File: config.mk
export PLATFORM = sky130hd
export DESIGN_NAME = add_disp_scan_ctrl
export DESIGN_NICKNAME = d
export VERILOG_FILES = /design/src/rtl/add_disp_pkg.sv /design/src/rtl/seg7_hex_dec.sv /design/src/rtl/add_disp_scan_ctrl.sv
export SDC_FILE = /design/constraint.sdc
export NUM_CORES = 1
export LEC_CHECK = 0
export ABC_AREA = 1
export CORE_ASPECT_RATIO = 1.1
export CORE_UTILIZATION = 59
export CTS_CLUSTER_DIAMETER = 60
export DETAILED_ROUTE_END_ITERATION = 8
export PLACE_DENSITY_LB_ADDON = 0.1
export SLEW_MARGIN = 5
export SYNTH_ARGS = -nofsm -noshare
export SYNTH_HDL_FRONTEND = slang
export SYNTH_HIERARCHICAL = 1
export SYNTH_SLANG_ARGS = --single-unit
export TNS_END_PERCENT = 50
File: constraint.sdc
create_clock -name CLK -period 2.4 [get_ports CLK]
set_input_delay 0.24 -clock CLK [delete_from_list [all_inputs] [get_ports CLK]]
set_output_delay 0.24 -clock CLK [all_outputs]
set_load 0.1 [all_outputs]
File: src/rtl/add_disp_pkg.sv
// Shared constants for the adder display controller:
// segment codes, FSM states, digit slots and BCD helper.
package add_disp_pkg;

  typedef enum logic [1:0] {
    ST_IDLE   = 2'd0,
    ST_CONV   = 2'd1,
    ST_COMMIT = 2'd2
  } state_e;

  localparam logic [6:0] SEG_0     = 7'b1000000;
  localparam logic [6:0] SEG_1     = 7'b1111001;
  localparam logic [6:0] SEG_2     = 7'b0100100;
  localparam logic [6:0] SEG_3     = 7'b0110000;
  localparam logic [6:0] SEG_4     = 7'b0011001;
  localparam logic [6:0] SEG_5     = 7'b0010010;
  localparam logic [6:0] SEG_6     = 7'b0000010;
  localparam logic [6:0] SEG_7     = 7'b1111000;
  localparam logic [6:0] SEG_8     = 7'b0000000;
  localparam logic [6:0] SEG_9     = 7'b0010000;
  localparam logic [6:0] SEG_A     = 7'b0001000;
  localparam logic [6:0] SEG_B     = 7'b0000011;
  localparam logic [6:0] SEG_C     = 7'b1000110;
  localparam logic [6:0] SEG_D     = 7'b0100001;
  localparam logic [6:0] SEG_E     = 7'b0000110;
  localparam logic [6:0] SEG_F     = 7'b0001110;
  localparam logic [6:0] SEG_BLANK = 7'b1111111;

  localparam logic [1:0] DIG_ONES = 2'd0;
  localparam logic [1:0] DIG_TENS = 2'd1;
  localparam logic [1:0] DIG_Y    = 2'd2;
  localparam logic [1:0] DIG_X    = 2'd3;

  localparam int BCD_ITERS = 5;

  // One shift-add-3 iteration on {tens, ones, bin[4:0]}.
  function automatic logic [12:0] bcd_step(input logic [12:0] r);
    logic [3:0] t;
    logic [3:0] o;
    t = r[12:9];
    o = r[8:5];
    if (o >= 4'd5) o = o + 4'd3;
    if (t >= 4'd5) t = t + 4'd3;
    return {t[2:0], o, r[4:0], 1'b0};
  endfunction

endpackage

File: src/rtl/seg7_hex_dec.sv
// Hex nibble to active-low 7-segment pattern.
// Purely combinational; bit0 = a ... bit6 = g.
module seg7_hex_dec
  import add_disp_pkg::*;
(
  input  logic [3:0] hex_i,
  output logic [6:0] seg_o
);

  // Nibble lookup
  always_comb begin
    seg_o = SEG_BLANK;
    unique case (hex_i)
      4'h0: seg_o = SEG_0;
      4'h1: seg_o = SEG_1;
      4'h2: seg_o = SEG_2;
      4'h3: seg_o = SEG_3;
      4'h4: seg_o = SEG_4;
      4'h5: seg_o = SEG_5;
      4'h6: seg_o = SEG_6;
      4'h7: seg_o = SEG_7;
      4'h8: seg_o = SEG_8;
      4'h9: seg_o = SEG_9;
      4'hA: seg_o = SEG_A;
      4'hB: seg_o = SEG_B;
      4'hC: seg_o = SEG_C;
      4'hD: seg_o = SEG_D;
      4'hE: seg_o = SEG_E;
      4'hF: seg_o = SEG_F;
    endcase
  end

endmodule

File: src/rtl/add_disp_scan_ctrl.sv
// Adder sequencer: capture, shift-add-3 BCD, atomic commit,
// and a free-running 4-digit multiplexed display scan.
module add_disp_scan_ctrl
  import add_disp_pkg::*;
#(
  parameter int SCAN_DIV = 50000
) (
  input  logic       CLK,
  input  logic       RST,
  input  logic       LOAD,
  input  logic [3:0] X,
  input  logic [3:0] Y,
  input  logic       C_IN,
  output logic       BUSY,
  output logic       SUM_VALID,
  output logic [6:0] SEG,
  output logic [3:0] AN
);

  localparam int CW = (SCAN_DIV > 2) ? $clog2(SCAN_DIV) : 1;
  localparam logic [CW-1:0] CNT_LAST = CW'(SCAN_DIV - 1);
  localparam logic [2:0] ITER_LAST = 3'(BCD_ITERS - 1);

  state_e      state_q, state_d;
  logic [12:0] sh_q, sh_d;
  logic [2:0]  it_q, it_d;
  logic [3:0]  sx_q, sy_q;
  logic [3:0]  dx_q, dy_q, dt_q, do_q;
  logic        sv_q;
  logic [CW-1:0] cnt_q;
  logic [1:0]  idx_q;
  logic        cap;
  logic        commit;
  logic [4:0]  sum5;
  logic [3:0]  nib;
  logic [6:0]  seg_raw;

  assign sum5 = {1'b0, X} + {1'b0, Y} + {4'b0, C_IN};

  // Next-state and conversion datapath
  always_comb begin
    state_d = state_q;
    sh_d    = sh_q;
    it_d    = it_q;
    cap     = 1'b0;
    commit  = 1'b0;
    unique case (state_q)
      ST_IDLE: begin
        if (LOAD) begin
          cap     = 1'b1;
          sh_d    = {8'd0, sum5};
          it_d    = 3'd0;
          state_d = ST_CONV;
        end
      end
      ST_CONV: begin
        sh_d = bcd_step(sh_q);
        it_d = it_q + 3'd1;
        if (it_q == ITER_LAST) state_d = ST_COMMIT;
      end
      ST_COMMIT: begin
        commit  = 1'b1;
        state_d = ST_IDLE;
      end
      default: state_d = ST_IDLE;
    endcase
  end

  // FSM, shifter and operand shadow registers
  always_ff @(posedge CLK or posedge RST) begin
    if (RST) begin
      state_q <= ST_IDLE;
      sh_q    <= '0;
      it_q    <= '0;
      sx_q    <= '0;
      sy_q    <= '0;
    end else begin
      state_q <= state_d;
      sh_q    <= sh_d;
      it_q    <= it_d;
      if (cap) begin
        sx_q <= X;
        sy_q <= Y;
      end
    end
  end

  // Display registers, updated together on commit only
  always_ff @(posedge CLK or posedge RST) begin
    if (RST) begin
      dx_q <= '0;
      dy_q <= '0;
      dt_q <= '0;
      do_q <= '0;
      sv_q <= 1'b0;
    end else begin
      sv_q <= commit;
      if (commit) begin
        dx_q <= sx_q;
        dy_q <= sy_q;
        dt_q <= sh_q[12:9];
        do_q <= sh_q[8:5];
      end
    end
  end

  // Scan divider and digit index
  always_ff @(posedge CLK or posedge RST) begin
    if (RST) begin
      cnt_q <= '0;
      idx_q <= DIG_ONES;
    end else if (cnt_q == CNT_LAST) begin
      cnt_q <= '0;
      idx_q <= idx_q + 2'd1;
    end else begin
      cnt_q <= cnt_q + 1'b1;
    end
  end

  // Digit select
  always_comb begin
    nib = do_q;
    unique case (idx_q)
      DIG_ONES: nib = do_q;
      DIG_TENS: nib = dt_q;
      DIG_Y:    nib = dy_q;
      DIG_X:    nib = dx_q;
    endcase
  end

  seg7_hex_dec u_dec (
    .hex_i (nib),
    .seg_o (seg_raw)
  );

  assign BUSY      = (state_q != ST_IDLE);
  assign SUM_VALID = sv_q;
  assign AN        = ~(4'b0001 << idx_q);
  assign SEG       = (idx_q == DIG_TENS && dt_q == 4'd0)
                   ? SEG_BLANK : seg_raw;

endmodule

==> out/metrics.cfg <==
[outcome]
run_status=finished, violations left
violations=negative setup slack

[cts]
cts_buffer_count=9
tritoncts_num_sinks=61
cts.htree.levels=3
insertion_delay_ns=0.35
clockRootBuffer=sky130_fd_sc_hd__clkbuf_8
post_cts_hold_buffer_count=0
cts.clk_slew.worst_paths_ns=0.08
maximum_clock_insertion_buffer_count=2
tritoncts_clock_tree=built

[grt]
global_route.overflow_total=0
grt_pass1_vias=2853
grt.total_usage_pct=27.5
grt_start_max_net_pins=27
antenna_found_initial=0
first_pass_grt_wire_length_um=12500

[layout]
ant_cells=0
seq_area_sq_mm=0.00153
flow.area_growth_from_synthesis_pct=27.8
fill_cells=351
final_core_util_pct=79.9
design.final.nets=530
stdcell_area_sq_mm=0.00440
layout-drive-gt1-share_pct=21.4
combined_area_of_the_multi_input_logic_cells_sq_mm=0.00187

[yosys]
postSynthRegisterBits=61
ys_seq_area_share_pct=44.4
yosysMostFrequentCell=sky130_fd_sc_hd__nand2_1
synth.lib_cells_used.distinct=28
synth.top_cells.by_area=sky130_fd_sc_hd__dfrtp_1 (44%), sky130_fd_sc_hd__nand2_1 (16%), sky130_fd_sc_hd__ha_1 (8.0%)
synth_edf_count=0
yosys-top-cells-count=sky130_fd_sc_hd__nand2_1 (149), sky130_fd_sc_hd__dfrtp_1 (61), sky130_fd_sc_hd__inv_1 (61)
syn_area_sq_mm=0.00344
synth_top_flop_cell=sky130_fd_sc_hd__dfrtp_1
netlist.area_leader.share_pct=44.4
postSynthNetCount=485
synthCells=449
synth_warnings=6
synthArstFlopShare_pct=100
syn_avg_cell_area_sq_um=7.66
yosys.area.top_type=sky130_fd_sc_hd__dfrtp_1

[pwr]
switching_power_share_of_the_total_pct=47.7
seq_power_share_pct=29.2
ir_drop_uv=950
static-leakage-power_nw=2.21
comb_power_share_pct=54.0
power.internal_mw=2.90
p_clk_share_pct=16.8
power.net_switching_mw=2.65
cell_area_power_density_mw_per_mm2=1260

[timing]
rsz0062_at_grt=yes
timing.setup.tns_ns=-1.05
finalClockSkew_ns=0.0107
final_min_period_over_clock_period_pct=108
fmax_ghz=0.386
timing_worst_slew_pin_value_ns=0.468
maxSlewHeadroom_pct=68.7
worst_hold_slack_ns=0.229
finalSetupViolCount=7
finalHoldViolations=0
final.setup.worst_slack_ns=-0.193
max_slew_vio_count=0
period_minus_slack_ns=2.59

[routing]
routed_wire_length_per_instance_um=14.5
vias_per_cell=5.28
num_vias=3033
drt_drc_violations_left=0
ant_nets=0
drt-pass1-iter-count=4
detail_route.iter0.violations=161
detail_route.wirelength_um=8300

[job]
maxCapViolations=0

[min_path]
holdCritPathClass=primary input to asynchronous set/reset pin

[placement]
place_congestion=0.943
placedInstanceArea_sq_mm=0.00385
io_buffer_count=24
place_worst_setup_slack_ns=0.0228
place.detailed.hpwl_um=5050

[worst_setup_path]
critical_path.cell_chain=inv_2, ha_4, nand2_2, a31oi_4, inv_4, ha_4, o21ai_1, nand2_1, nand2_1, inv_1, nand2_2, buf_12
crit_path_start_kind=flip-flop
r2r_start=sh_q[5]$_DFFE_PP0P_
rr_worst_depth=9
regToRegSetupSlack_ns=0.84
critPathMaxFanout=5
critPathTopFamily=buffers and inverters
arrival_time_of_data_at_the_critical_path_endpoint_ns=2.35
crit_buf_inv=4
cp_data_required_time_ns=2.16
worst-setup-path-type=flip-flop to output port
cp_slowest_stage_delay_ns=0.42
rr_endpoint=sh_q[6]$_DFFE_PP0P_
critical_path.slowest_cell=sky130_fd_sc_hd__dfrtp_1
endpoint_kind=output port

[floorplanning]
die_y_um=82.1
floorplan.die_area_sq_mm=0.00614
floorplan.die.width_um=74.8
start_util_pct=62.5
number_of_primary_i_o_pins=25
core_area_sq_mm=0.00550
rows=28

[cells in the final DEF, fill, tap and decap left out, types with 2 or more instances in the layout]
cell type	synthesis	final
sky130_fd_sc_hd__clkbuf_8	0	10
sky130_fd_sc_hd__dfrtp_1	61	61
sky130_fd_sc_hd__nand2_2	3	14
sky130_fd_sc_hd__o21ai_0	19	18
sky130_fd_sc_hd__inv_4	0	3
sky130_fd_sc_hd__clkinvlp_4	0	3
sky130_fd_sc_hd__nand3b_1	2	2
sky130_fd_sc_hd__xor2_1	6	6
sky130_fd_sc_hd__a21oi_4	0	2
sky130_fd_sc_hd__ha_4	0	9
sky130_fd_sc_hd__nand3_2	0	2
sky130_fd_sc_hd__o22ai_1	3	3
sky130_fd_sc_hd__nand4_1	2	2
sky130_fd_sc_hd__clkinv_2	1	3
sky130_fd_sc_hd__o21ai_1	13	14
sky130_fd_sc_hd__clkdlybuf4s50_1	0	11
sky130_fd_sc_hd__nor2_1	38	36
sky130_fd_sc_hd__nor2_4	1	3
sky130_fd_sc_hd__buf_4	0	18
sky130_fd_sc_hd__nand2_4	1	5
sky130_fd_sc_hd__a31oi_1	5	2
sky130_fd_sc_hd__nor2_2	2	2
sky130_fd_sc_hd__inv_2	8	14
sky130_fd_sc_hd__a21oi_1	11	8
sky130_fd_sc_hd__nand2_1	149	134
sky130_fd_sc_hd__buf_6	2	4
sky130_fd_sc_hd__ha_1	22	13
sky130_fd_sc_hd__fa_1	2	2
sky130_fd_sc_hd__nand3_1	28	26
sky130_fd_sc_hd__inv_1	61	52
sky130_fd_sc_hd__buf_12	0	7
sky130_fd_sc_hd__a31oi_4	0	3
[worst reg2reg max path, cell delays in order (launching register included)]
cell and delay (ns):
sky130_fd_sc_hd__dfrtp_1 0.38, sky130_fd_sc_hd__inv_1 0.10, sky130_fd_sc_hd__ha_1 0.23, sky130_fd_sc_hd__inv_1 0.07, sky130_fd_sc_hd__nor2_1 0.04, sky130_fd_sc_hd__o21ai_0 0.32, sky130_fd_sc_hd__inv_1 0.11, sky130_fd_sc_hd__nand2_1 0.08
sky130_fd_sc_hd__nand3_1 0.09, sky130_fd_sc_hd__nand2_1 0.08
[what timing repair did]
action                                  in CTS  in global routing
pin swaps                                    2                 13
setup buffers                                4                  6
endpoints found under the setup margin       7                  7
endpoints found under the hold margin        0                  0
gates resized for setup                     21                 42
[routing by layer]
layer  GRT usage (%)  share of wire [%]  vias to the layer above  routed length (um)
met5               0                  0                        -                   0
met4            11.3                3.6                        0                 299
met3            6.38                3.7                       30                 307
met2            49.5                 53                       89                4390
met1            31.1                 40                     1425                3300
li1                -                  -                     1489                   -
[cells by family after synthesis]
logic type / synth area share (%)
flops: 44.4
fa+ha+maj: 9.17
xor+xnor: 1.53
simple gates: 27.8
buf+inv: 8.91
compound gates: 8.18
[state kept, by name (all words and copies together), names as in the netlist]
register	count
dy_q	4
state_q	2
do_q	4
sh_q	13
sx_q	4
dx_q	4
dt_q	4
it_q	3
sy_q	4
cnt_q	16
SUM_VALID	1
idx_q	2
[worst max path at each step]
stage	start	endpoint	cells past startpoint
floorplan	idx_q[0]$_DFFE_PP0N_	SEG[4]	12
global placement	idx_q[0]$_DFFE_PP0N_	SEG[3]	13
detailed placement	idx_q[0]$_DFFE_PP0N_	SEG[0]	14
CTS	idx_q[0]$_DFFE_PP0N_	SEG[3]	14
global route	idx_q[1]$_DFFE_PP0N_	SEG[3]	13
finish	idx_q[0]$_DFFE_PP0N_	SEG[5]	12
[metrics by stage]
stage | cells | power [mW]
after floorplan | 449 | 3.52
after global placement | 548 | 4.22
after detailed placement | 548 | 4.30
after CTS | 568 | 5.25
after global routing | 574 | 5.89
final | 574 | 5.55
[cell type report]
| class | count | area share, % |
|---|---|---|
| Tap cell | 75 | 2.13 |
| Timing Repair Buffer | 40 | 9.79 |
| Sequential cell | 61 | 34.7 |
| Inverter | 70 | 6.18 |
| Clock inverter | 6 | 1.42 |
| Clock buffer | 10 | 3.13 |
| Multi-Input combinational cell | 312 | 42.6 |
[power groups by stage]
stage	sequential (mW)	clock, mW	combinational, mW
after floorplan	1.54	0	1.97
after global placement	1.59	0	2.63
after detailed placement	1.60	0	2.70
after CTS	1.59	0.927	2.74
after global routing	1.65	0.983	3.26
final	1.62	0.932	2.99
Power figures use the tool's default switching activity.
